--- src/rtl/cic_decimator.sv ---
// rtl/cic_decimator.sv - power-of-two CIC decimator with unity DC gain
//
// Purpose:
//   N-stage CIC decimator (differential delay 1) placed after the IIR notch
//   chain. Emits one sample per 2^k accepted inputs, k = min(dec_log2, MAX).
//   The R^N gain is removed with a rounded (half-up) arithmetic right shift.
//   A registered bypass path passes samples through with one cycle of latency.
//
// Ports:
//   clk        in   system clock, rising edge
//   rst_n      in   asynchronous active-low reset
//   valid_in   in   input sample strobe
//   cic_in     in   signed input sample (DATA_WIDTH)
//   bypass     in   1 = register cic_in straight to cic_out
//   dec_log2   in   log2 of decimation ratio, clamped to MAX_DEC_LOG2
//   cic_out    out  signed decimated sample, held between strobes
//   valid_out  out  one-cycle strobe qualifying cic_out

module cic_decimator #(
  parameter int DATA_WIDTH   = 16,
  parameter int DATA_FRAC    = 15,
  parameter int NUM_STAGES   = 3,
  parameter int MAX_DEC_LOG2 = 4
) (
  input  logic                  clk,
  input  logic                  rst_n,
  input  logic                  valid_in,
  input  logic [DATA_WIDTH-1:0] cic_in,
  input  logic                  bypass,
  input  logic [2:0]            dec_log2,
  output logic [DATA_WIDTH-1:0] cic_out,
  output logic                  valid_out
);

  localparam int ACC_WIDTH = DATA_WIDTH + NUM_STAGES * MAX_DEC_LOG2;
  localparam int CW        = MAX_DEC_LOG2 + 1;

  if (NUM_STAGES < 1 || NUM_STAGES > 5 || DATA_FRAC >= DATA_WIDTH) begin : g_bad_params
    $error("cic_decimator: illegal parameter set");
  end

  logic [2:0]                  dec_q;
  logic [CW-1:0]               cnt_q;
  logic                        strobe_q;
  logic signed [ACC_WIDTH-1:0] integ_q [NUM_STAGES];
  logic signed [ACC_WIDTH-1:0] integ_d [NUM_STAGES];
  logic signed [ACC_WIDTH-1:0] dly_q   [NUM_STAGES];
  logic signed [ACC_WIDTH-1:0] comb_c  [NUM_STAGES];

  logic [2:0]                  k_eff;
  logic [CW-1:0]               last_cnt;
  logic [4:0]                  shift_c;
  logic signed [ACC_WIDTH-1:0] round_c;
  logic [DATA_WIDTH-1:0]       y_c;
  logic                        accept;
  logic                        dec_change;
  logic                        complete;

  assign k_eff      = (dec_q > 3'(MAX_DEC_LOG2)) ? 3'(MAX_DEC_LOG2) : dec_q;
  assign last_cnt   = (CW'(1) << k_eff) - CW'(1);
  assign shift_c    = 5'(NUM_STAGES) * {2'b00, k_eff};
  assign accept     = valid_in & ~bypass;
  assign dec_change = (dec_log2 != dec_q);
  assign complete   = accept & ~dec_change & (cnt_q == last_cnt);

  // Non-pipelined integrator cascade: every stage sees this cycle's sum.
  always_comb begin
    integ_d[0] = integ_q[0] + {{(ACC_WIDTH-DATA_WIDTH){cic_in[DATA_WIDTH-1]}}, cic_in};
    for (int i = 1; i < NUM_STAGES; i++) begin
      integ_d[i] = integ_q[i] + integ_d[i-1];
    end
  end

  // Comb chain evaluated combinationally in the strobe cycle.
  always_comb begin
    comb_c[0] = integ_q[NUM_STAGES-1] - dly_q[0];
    for (int i = 1; i < NUM_STAGES; i++) begin
      comb_c[i] = comb_c[i-1] - dly_q[i];
    end
  end

  // Half-LSB offset before the arithmetic shift gives round-half-up.
  assign round_c = (shift_c == 5'd0) ? '0 : (ACC_WIDTH'(1) << (shift_c - 5'd1));
  assign y_c     = DATA_WIDTH'((comb_c[NUM_STAGES-1] + round_c) >>> shift_c);

  always_ff @(posedge clk or negedge rst_n) begin
    if (!rst_n) begin
      dec_q     <= '0;
      cnt_q     <= '0;
      strobe_q  <= 1'b0;
      cic_out   <= '0;
      valid_out <= 1'b0;
      for (int i = 0; i < NUM_STAGES; i++) begin
        integ_q[i] <= '0;
        dly_q[i]   <= '0;
      end
    end else begin
      dec_q <= dec_log2;
      if (bypass || dec_change) begin
        // Both cases restart decimation from a clean state; only bypass
        // drives the output, a ratio change just suppresses it.
        cnt_q    <= '0;
        strobe_q <= 1'b0;
        for (int i = 0; i < NUM_STAGES; i++) begin
          integ_q[i] <= '0;
          dly_q[i]   <= '0;
        end
        if (bypass) begin
          cic_out   <= cic_in;
          valid_out <= valid_in;
        end else begin
          valid_out <= 1'b0;
        end
      end else begin
        if (accept) begin
          for (int i = 0; i < NUM_STAGES; i++) begin
            integ_q[i] <= integ_d[i];
          end
          cnt_q <= complete ? '0 : cnt_q + CW'(1);
        end
        strobe_q  <= complete;
        valid_out <= strobe_q;
        if (strobe_q) begin
          cic_out  <= y_c;
          dly_q[0] <= integ_q[NUM_STAGES-1];
          for (int i = 1; i < NUM_STAGES; i++) begin
            dly_q[i] <= comb_c[i-1];
          end
        end
      end
    end
  end

endmodule

--- config.mk ---
export PLATFORM = sky130hd
export DESIGN_NAME = cic_decimator
export DESIGN_NICKNAME = d
export VERILOG_FILES = /design/src/rtl/cic_decimator.sv
export SDC_FILE = /design/constraint.sdc
export NUM_CORES = 1
export LEC_CHECK = 0
export BUFFER_PORTS_ARGS = -buffer_cell sky130_fd_sc_hd__buf_2
export CAP_MARGIN = 20
export CORE_UTILIZATION = 25
export CTS_CLUSTER_SIZE = 14
export DETAILED_ROUTE_END_ITERATION = 8
export HOLD_SLACK_MARGIN = 0.15
export PLACE_DENSITY = 0.39
export SYNTH_ARGS = -nofsm -noshare
export SYNTH_HDL_FRONTEND = slang
export SYNTH_SLANG_ARGS = --single-unit
--- constraint.sdc ---
create_clock -name clk -period 10.1 [get_ports clk]
set_input_delay 1.01 -clock clk [delete_from_list [all_inputs] [get_ports clk]]
set_output_delay 1.01 -clock clk [all_outputs]
set_load 0.02 [all_outputs]
==> impl_metrics.ini, run 1 <==
[timing]
slew_violations = 0
period_minus_slack_ns = 7.93
max_freq_mhz = 126
worst_pin_slew_ns = 0.939
worst_slack_ns = 2.17
finalClockSkew_ns = 0.0210
rsz0062_at_grt = false
fin_tns_setup_ns = 0
slew_headroom_pct = 37.4
setup_viol = 0
hold_viol = 0
fin_crit_sh_pct = 78.5

[power]
p_leak_nw = 8.35
powerDensity_mw_per_mm2 = 263
p_total_w = 0.00505
irDropWorstVdd_uv = 229

[critical_path]
critPathCaptureType = flip-flop
rr_worst_depth = 23
startpoint_type = flip-flop
ff2ff_setup_slack_ns = 2.17
path_class = flip-flop to flip-flop
worstPathCellList = nand2b_1 > buf_4 > inv_2 > ha_1 > ha_1 > clkinv_1 > a211oi_1 > a31o_2 > and3_1 > fa_1 > ha_1 > a21o_1 > nand2_1 > nand3_1 > nand4_1 > a21boi_0 > o31ai_1 > o21ai_0 > mux2i_1 > a2111o_1 > mux4_2 > a22oi_2 > o311ai_1
critPathSlowestCell = clkinv_1
path_max_fanout = 36
worstPathArrival_ns = 8.26
crit_top_cell = ha_1
crit_path_max_incr_delay_ns = 0.70
required_ns = 10.44

[worst_hold_path]
hold_class = input pin to async pin

[synthesis]
ys_ff_latch = 194
ys_async_sr_fraction_pct = 100
netlist_area_mm2 = 0.0174
ys.flop_type = dfrtp_1
synth-edff-count = 0
synthCells = 1992
yosysSeqAreaShare_pct = 27.9
syn_area_per_cell_um2 = 8.72
ys_types = 83
yosysWarnings = 0

[clocking]
tritoncts = yes
cts_resized = 0
cts_hold_buf = 0
numCtsBuffers = 17
postCtsSetupRepairBufs = 0
cts_sinks = 194
clk_pin_slew_ns = 0.09
htree_levels = 4
clk_latency_ns = 0.49
clock_path_buffers = 2
clock-root-buffer = clkbuf_16

[die]
io_pins = 40
dieArea_mm2 = 0.0705
start_util_pct = 25.3
core_mm2 = 0.0687
die_y_um = 266
rows = 96
die_w_um = 266

[detailed_routing]
drtAntennaViolNets = 0
drtIter0Drc = 883
avgViaCountPerCell = 4.91
avgRoutedWirePerCell_um = 18.0
drc = 0
num_vias = 14428
dr.pass1.iters = 7
drt-total-wl_um = 52800

[global_routing]
grt_pass1_vias = 14198
track_usage_pct = 15.2
antenna_found_initial = 1
grt_start_max_net_pins = 142
grt_overflow = 0
grt_pass1_wl_um = 83500

[placed_design]
io_buffers = 39
place_ws_ns = 2.27
dpl.hpwl_um = 39800
gp_congestion = 0.800

[cells_and_area]
syn_to_final_growth_pct = 10.6
drive_gt1_share_pct = 7.08
antenna_cells = 0
finalNetCount = 2219

[run_status]
status = completed

[flow_run]
drv_cap = 0
## sequential cells by signal (all words and copies together), names as in the netlist
name / count
dly_q: 84
integ_q: 84
cic_out: 16
cnt_q: 5
dec_q: 3
strobe_q: 1
valid_out: 1
## layout by cell type, fill, tap and decap left out, drive strengths merged, types with 31 or more instances in the layout
master	instances
a21o	41
a21oi	123
a22o	54
and3	31
buf	51
dfrtp	194
fa	32
ha	171
inv	147
mux2i	90
nand2	137
nand3	36
nor2	204
o21a	35
o21ai	126
xnor2	99
xor2	50
## cell type report
| type | instances | area, µm² |
|---|---|---|
| fill | 7456 | 49500 |
| sequential | 194 | 4860 |
| clock buffer | 18 | 439 |
| tap | 931 | 1160 |
| multi-input combinational | 1584 | 11700 |
| timing repair buffer | 52 | 334 |
| clock inverter | 14 | 121 |
| inverter | 144 | 541 |
## critical path, delay by kind of cell (launching register included)
kind	cells	cell delay (ns)
AO/OA/AOI/OAI	9	2.48
adder cells (fa/ha/maj)	4	1.75
buffers and inverters	3	1.44
flip-flops	1	0.58
multiplexers	2	0.69
AND/OR/NAND/NOR	5	0.77
## logic make-up after synthesis
kind of cell    count (synthesis)  synth area share [%]
xor+xnor                      151                  7.77
simple gates                  557                  15.0
compound gates                567                  22.1
other cells                     1                0.0216
buf+inv                       215                  4.65
flops                         194                  27.9
mux                           104                  6.48
fa+ha+maj                     203                  16.0
## Yosys cell counts, drive strengths merged (31+ instances only)
master  count  area [µm²]
ha        171        2140
xor2       50         438
and3       31         194
o21a       35         263
a21oi     123         619
a22o       54         473
fa         32         641
xnor2      99         867
dfrtp     194        4850
o21ai     126         634
mux2i      90         901
inv       142         533
clkbuf     53         199
nor2      204         768
nand2     137         514
a21o       41         308
nand3      36         180
## metal layers
metal,wire (µm),track usage [%]
met1,26800,21.6
met2,24000,24.4
met3,1250,1.58
met4,717,3.96
met5,0,0
## path summary, 6_finish.rpt
kind / start / to
setup / recovery: dec_q[2] / cic_out[15]
hold / removal: rst_n / integ_q[56]
setup reg to reg: dec_q[2] / cic_out[15]
hold reg to reg: integ_q[77] / integ_q[77]
max in group asynchronous: rst_n / dly_q[54]
min in group clk: integ_q[77] / integ_q[77]
## through the flow
step / hold WS (ns) / cells / utilization, % / instance area (µm²)
floorplan: 0.470 / 1993 / - / 17400
global placement: 0.488 / 2904 / 27.1 / 18600
detailed placement: 0.488 / 2904 / 27.1 / 18600
CTS: 0.476 / 2936 / 27.9 / 19200
global route: 0.500 / 2937 / 28.0 / 19200
finish: 0.467 / 2937 / 28.0 / 19200
## power by group
part           switching, W  internal [W]  leakage (nW)  total [W]
combinational       0.00217       0.00139          5.43    0.00356
sequential        0.0000121      0.000789          2.67   0.000801
clock              0.000366      0.000329         0.253   0.000694
No activity file was read; power rests on OpenSTA's default activity.
==> inputs of run 2 (changes only) <==
--- a/config.mk
+++ b/config.mk
@@ -11,7 +11,7 @@
 export CTS_CLUSTER_SIZE = 14
 export DETAILED_ROUTE_END_ITERATION = 8
 export HOLD_SLACK_MARGIN = 0.15
-export PLACE_DENSITY = 0.39
+export PLACE_DENSITY = 0.4
 export SYNTH_ARGS = -nofsm -noshare
 export SYNTH_HDL_FRONTEND = slang
 export SYNTH_SLANG_ARGS = --single-unit
==> constraint.sdc (replaced) <==
create_clock -name clk -period 6.5 [get_ports clk]
set_input_delay 0.65 -clock clk [delete_from_list [all_inputs] [get_ports clk]]
set_output_delay 0.65 -clock clk [all_outputs]
set_load 0.02 [all_outputs]
==> impl_metrics.ini, run 2 (synthesis results as in run 1) <==
[clocking]
clock-root-buffer = clkbuf_16
clk_pin_slew_ns = 0.09
numCtsBuffers = 17
cts_hold_buf = 0
clk_latency_ns = 0.49
htree_levels = 4
tritoncts = yes
cts_sinks = 194
clock_path_buffers = 2

[detailed_routing]
avgRoutedWirePerCell_um = 17.5
dr.pass1.iters = 5
drt-total-wl_um = 56800
num_vias = 15555
avgViaCountPerCell = 4.80
drtAntennaViolNets = 0
drtIter0Drc = 819
drc = 0

[power]
powerDensity_mw_per_mm2 = 484
irDropWorstVdd_uv = 430
p_total_w = 0.0109
p_leak_nw = 10.1

[timing]
period_minus_slack_ns = 6.89
setup_viol = 12
fin_crit_sh_pct = 106
timing.hold.ws_ns = 0.194
finalClockSkew_ns = 0.0185
rsz0062_at_grt = true
hold_viol = 0
worst_pin_slew_ns = 1.03
slew_headroom_pct = 31.3
slew_violations = 0
worst_slack_ns = -0.395
max_freq_mhz = 145

[die]
core_mm2 = 0.0687
dieArea_mm2 = 0.0705
rows = 96
io_pins = 40
die_w_um = 266
start_util_pct = 25.3
die_y_um = 266

[critical_path]
critPathCaptureType = flip-flop
crit_buf_inv = 3
path_delay_family = compound AO/OA/AOI/OAI gates
startpoint = integ_q[0]
r2r_start = integ_q[0]
critPathSlowestCell = or4b_4
required_ns = 6.85
r2r_end = cic_out[15]
startpoint_type = flip-flop
path_max_fanout = 4
worstPathArrival_ns = 7.24
crit_path_max_incr_delay_ns = 0.55
cp.depth = 33
worstSetupEndpoint = cic_out[15]
ff2ff_setup_slack_ns = -0.39
path_class = flip-flop to flip-flop
rr_worst_depth = 33

[cells_and_area]
syn_to_final_growth_pct = 29.0
final_cells = 3241
multi_input_area_mm2 = 0.0126
finalNetCount = 2523
seq_area_mm2 = 0.00486
largestRegisters = dly_q (84), integ_q (84), cic_out (16)
final_cell_mix = 308 x buf_4, 195 x nor2_1, 193 x dfrtp_1
antenna_cells = 0
post-route-util_pct = 32.6
drive_gt1_share_pct = 25.1
fill_cells = 7277
final_common_cell = buf_4

[global_routing]
grt_pass1_wl_um = 88800
grt_overflow = 0
antenna_found_initial = 0
grt_pass1_vias = 15619
track_usage_pct = 16.2
grt_start_max_net_pins = 121

[placed_design]
gp_congestion = 0.843
io_buffers = 39
dpl.hpwl_um = 43300
place_ws_ns = -0.538
place_inst = 3178

[run_status]
violations = negative setup slack
status = finished, violations left

[flow_run]
drv_cap = 0

[worst_hold_path]
hold_class = input pin to async pin
## run 2: changes by cell type in the layout (fill, tap and decap cells not counted), moves of 7 or more
cell	delta
buf_4	+297
o21ai_0	-23
a21oi_1	-21
a21oi_2	+21
xnor2_1	-18
xnor2_2	+16
ha_1	-14
o21ai_1	+13
ha_4	+9
o21ai_2	+9
a31oi_1	-7
inv_1	-7
inv_2	+7
## run 2: how the worst min path moves through the flow
stage,startpoint,endpoint,slack [ns],cells past startpoint
final,rst_n,cic_out[9],0.19,1
after global routing,rst_n,dly_q[1],0.22,1
after CTS,rst_n,dly_q[1],0.21,1
after detailed placement,integ_q[67],integ_q[67],0.49,1
after global placement,cic_out[0],cic_out[0],0.49,2
after floorplan,rst_n,cic_out[0],0.35,0
## run 2: cell type report
cell class / count / share of cell area [%]
Inverter: 144 / 2.42
Multi-Input combinational cell: 1584 / 56.3
Tap cell: 931 / 5.20
Clock buffer: 19 / 2.02
Timing Repair Buffer: 356 / 11.8
Sequential cell: 194 / 21.7
Clock inverter: 13 / 0.636
## run 2: report_power, final
| group | internal (W) | switching (W) | total (W) |
|---|---|---|---|
| clock | 0.000564 | 0.000573 | 0.00114 |
| sequential | 0.00123 | 0.0000163 | 0.00124 |
| combinational | 0.00416 | 0.00431 | 0.00847 |
| total | 0.00595 | 0.00490 | 0.0109 |
## run 2: repair_timing
| action | in CTS | in global routing |
|---|---|---|
| endpoints found under the setup margin | 18 | 21 |
| pin swaps | 56 | 92 |
| setup buffers | 15 | 23 |
| resized for setup | 56 | 131 |
## run 2: metal layers
metal / global-route usage [%] / share of wire (%)
met1: 21.7 / 48
met2: 27.5 / 48
met3: 1.73 / 1.8
met4: 4.44 / 1.5
met5: 0 / 0
## run 2: worst reg2reg max path: cells and delay by family, from the launching register on
kind            cells  cell delay [ns]
buf+inv             3             0.23
mux                 1             0.50
flops               1             0.40
compound gates     13             2.10
fa+ha+maj           5             1.52
simple gates        8             1.53
xor+xnor            3             0.48
## run 2: per-stage QoR
| stage | area (µm²) | TNS, ns |
|---|---|---|
| 5_1_grt | 22400 | -8.38 |
| 2_1_floorplan | 17400 | 0 |
| 3_3_place_gp | 20700 | -6.29 |
| 3_5_place_dp | 20700 | -6.48 |
| 6_report | 22400 | -3.20 |
| 4_1_cts | 21700 | -3.41 |
==> inputs of run 3 (changes only) <==
--- a/config.mk
+++ b/config.mk
@@ -6,7 +6,7 @@
 export NUM_CORES = 1
 export LEC_CHECK = 0
 export BUFFER_PORTS_ARGS = -buffer_cell sky130_fd_sc_hd__buf_2
-export CAP_MARGIN = 20
+export CAP_MARGIN = 5
 export CORE_UTILIZATION = 25
 export CTS_CLUSTER_SIZE = 14
 export DETAILED_ROUTE_END_ITERATION = 8
==> constraint.sdc (replaced) <==
create_clock -name clk -period 5.74 [get_ports clk]
set_input_delay 0.574 -clock clk [delete_from_list [all_inputs] [get_ports clk]]
set_output_delay 0.574 -clock clk [all_outputs]
set_load 0.02 [all_outputs]
==> impl_metrics.ini, run 3 (synthesis results as in run 1) <==
[detailed_routing]
drt-total-wl_um = 58900
dr.pass1.iters = 5
drtAntennaViolNets = 0
drc = 0
drtIter0Drc = 790
num_vias = 16191
avgRoutedWirePerCell_um = 17.2
avgViaCountPerCell = 4.73

[global_routing]
grt_pass1_vias = 16585
antenna_found_initial = 0
grt_pass1_wl_um = 92900
grt_overflow = 0
grt_start_max_net_pins = 109
track_usage_pct = 16.9

[run_status]
violations = negative setup slack
status = finished, violations left

[power]
p_sw_share_pct = 44.5
p_total_w = 0.0119
power.internal_w = 0.00659
power.switching_w = 0.00528
irDropWorstVdd_uv = 412
powerDensity_mw_per_mm2 = 496
p_clk_share_pct = 10.8
seqPwrFrac_pct = 11.9
p_leak_nw = 11.1
pwr-share-comb_pct = 77.3

[critical_path]
critPathCaptureType = flip-flop
path_class = flip-flop to flip-flop
cp.depth = 36
path_max_fanout = 3
rr_worst_depth = 36
crit_path_max_incr_delay_ns = 0.51
required_ns = 6.10
critPathSlowestCell = mux4_2
startpoint_type = flip-flop
crit_top_cell = a21o_1
path_delay_family = compound AO/OA/AOI/OAI gates
crit_buf_inv = 5
worstPathArrival_ns = 7.22

[cells_and_area]
largestRegisters = dly_q (84), integ_q (84), cic_out (16)
post-route-util_pct = 34.8
antenna_cells = 0
syn_to_final_growth_pct = 37.7
finalInstanceArea_mm2 = 0.0239
final_common_cell = buf_4
final_cells = 3425
finalNetCount = 2707
drive_gt1_share_pct = 31.4
final_cell_mix = 493 x buf_4, 194 x nor2_1, 193 x dfrtp_1

[clocking]
htree_levels = 4
clk_pin_slew_ns = 0.09
tritoncts = yes
cts_sinks = 194
clk_latency_ns = 0.50
clock-root-buffer = clkbuf_16
numCtsBuffers = 17
clock_path_buffers = 2

[timing]
slew_violations = 0
period_minus_slack_ns = 6.87
hold_viol = 0
finalClockSkew_ns = 0.0207
slew_headroom_pct = 22.7
worst_pin_slew_ns = 1.16
worst_slack_ns = -1.13
setup_viol = 19
fin_crit_sh_pct = 120
max_freq_mhz = 146
rsz0062_at_grt = true
timing.hold.ws_ns = 0.126

[placed_design]
dpl-instance-area_mm2 = 0.0222
place_inst = 3361
dpl.hpwl_um = 45200
io_buffers = 39
gp_congestion = 0.848

[die]
die_w_um = 266
die_y_um = 266
io_pins = 40
core_mm2 = 0.0687
rows = 96
dieArea_mm2 = 0.0705
start_util_pct = 25.3

[flow_run]
drv_cap = 0

[worst_hold_path]
hold_class = input pin to async pin
## run 3: cell count changes in the layout (fill, tap and decap cells not counted), moves of 4 or more
cell,before,now
a21oi_2,22,31
o21ai_1,24,28
o21ai_0,91,86
xnor2_2,16,22
inv_1,134,138
buf_4,308,493
a21oi_1,101,88
xnor2_1,81,77
inv_2,8,4
a21oi_4,0,4
## run 3: timing repair
| action | in CTS | in global routing |
|---|---|---|
| resized for setup | 96 | 99 |
| buffers inserted | 16 | 19 |
| endpoints found under the setup margin | 25 | 26 |
| hold buffers | 0 | 0 |
| pin swaps | 56 | 93 |
## run 3: layout make-up
| type | count | area [µm²] |
|---|---|---|
| Fill cell | 7268 | 44800 |
| Clock inverter | 15 | 164 |
| Timing Repair Buffer | 540 | 4010 |
| Sequential cell | 194 | 4860 |
| Multi-Input combinational cell | 1584 | 12800 |
| Inverter | 144 | 542 |
| Clock buffer | 17 | 425 |
| Tap cell | 931 | 1160 |
## run 3: layer usage
metal | wire (µm) | global-route usage, % | vias to the layer above
met3 | 1610 | 2.24 | 58
met1 | 27900 | 22.2 | 7833
met5 | 0 | 0 | -
li1 | - | - | 8097
met2 | 28000 | 28.5 | 203
met4 | 1440 | 5.37 | 0
## run 3: worst paths after layout
| path | endpoint | from | slack (ns) |
|---|---|---|---|
| max | cic_out[15] | integ_q[0] | -1.13 |
| min | dec_q[0] | rst_n | 0.13 |
| max reg2reg | cic_out[15] | integ_q[0] | -1.13 |
| min reg2reg | cic_out[0] | cic_out[0] | 0.51 |
| max in group asynchronous | integ_q[22] | rst_n | 4.44 |
| min in group clk | dec_q[1] | dec_log2[1] | 0.21 |
## run 3: power groups by stage
stage | clock (W) | combinational (W) | sequential (W)
final | 0.00128 | 0.00918 | 0.00141
after global routing | 0.00138 | 0.0100 | 0.00141
after global placement | 0 | 0.00829 | 0.00144
after detailed placement | 0 | 0.00832 | 0.00143
after floorplan | 0 | 0.00464 | 0.00144
after CTS | 0.00133 | 0.00880 | 0.00141
## run 3: stage by stage
step | setup slack, ns | TNS, ns
after floorplan | -0.597 | -4.95
after global placement | -1.08 | -20.29
after detailed placement | -1.12 | -21.55
after CTS | -1.06 | -14.10
after global routing | -1.48 | -22.31
final | -1.13 | -14.66
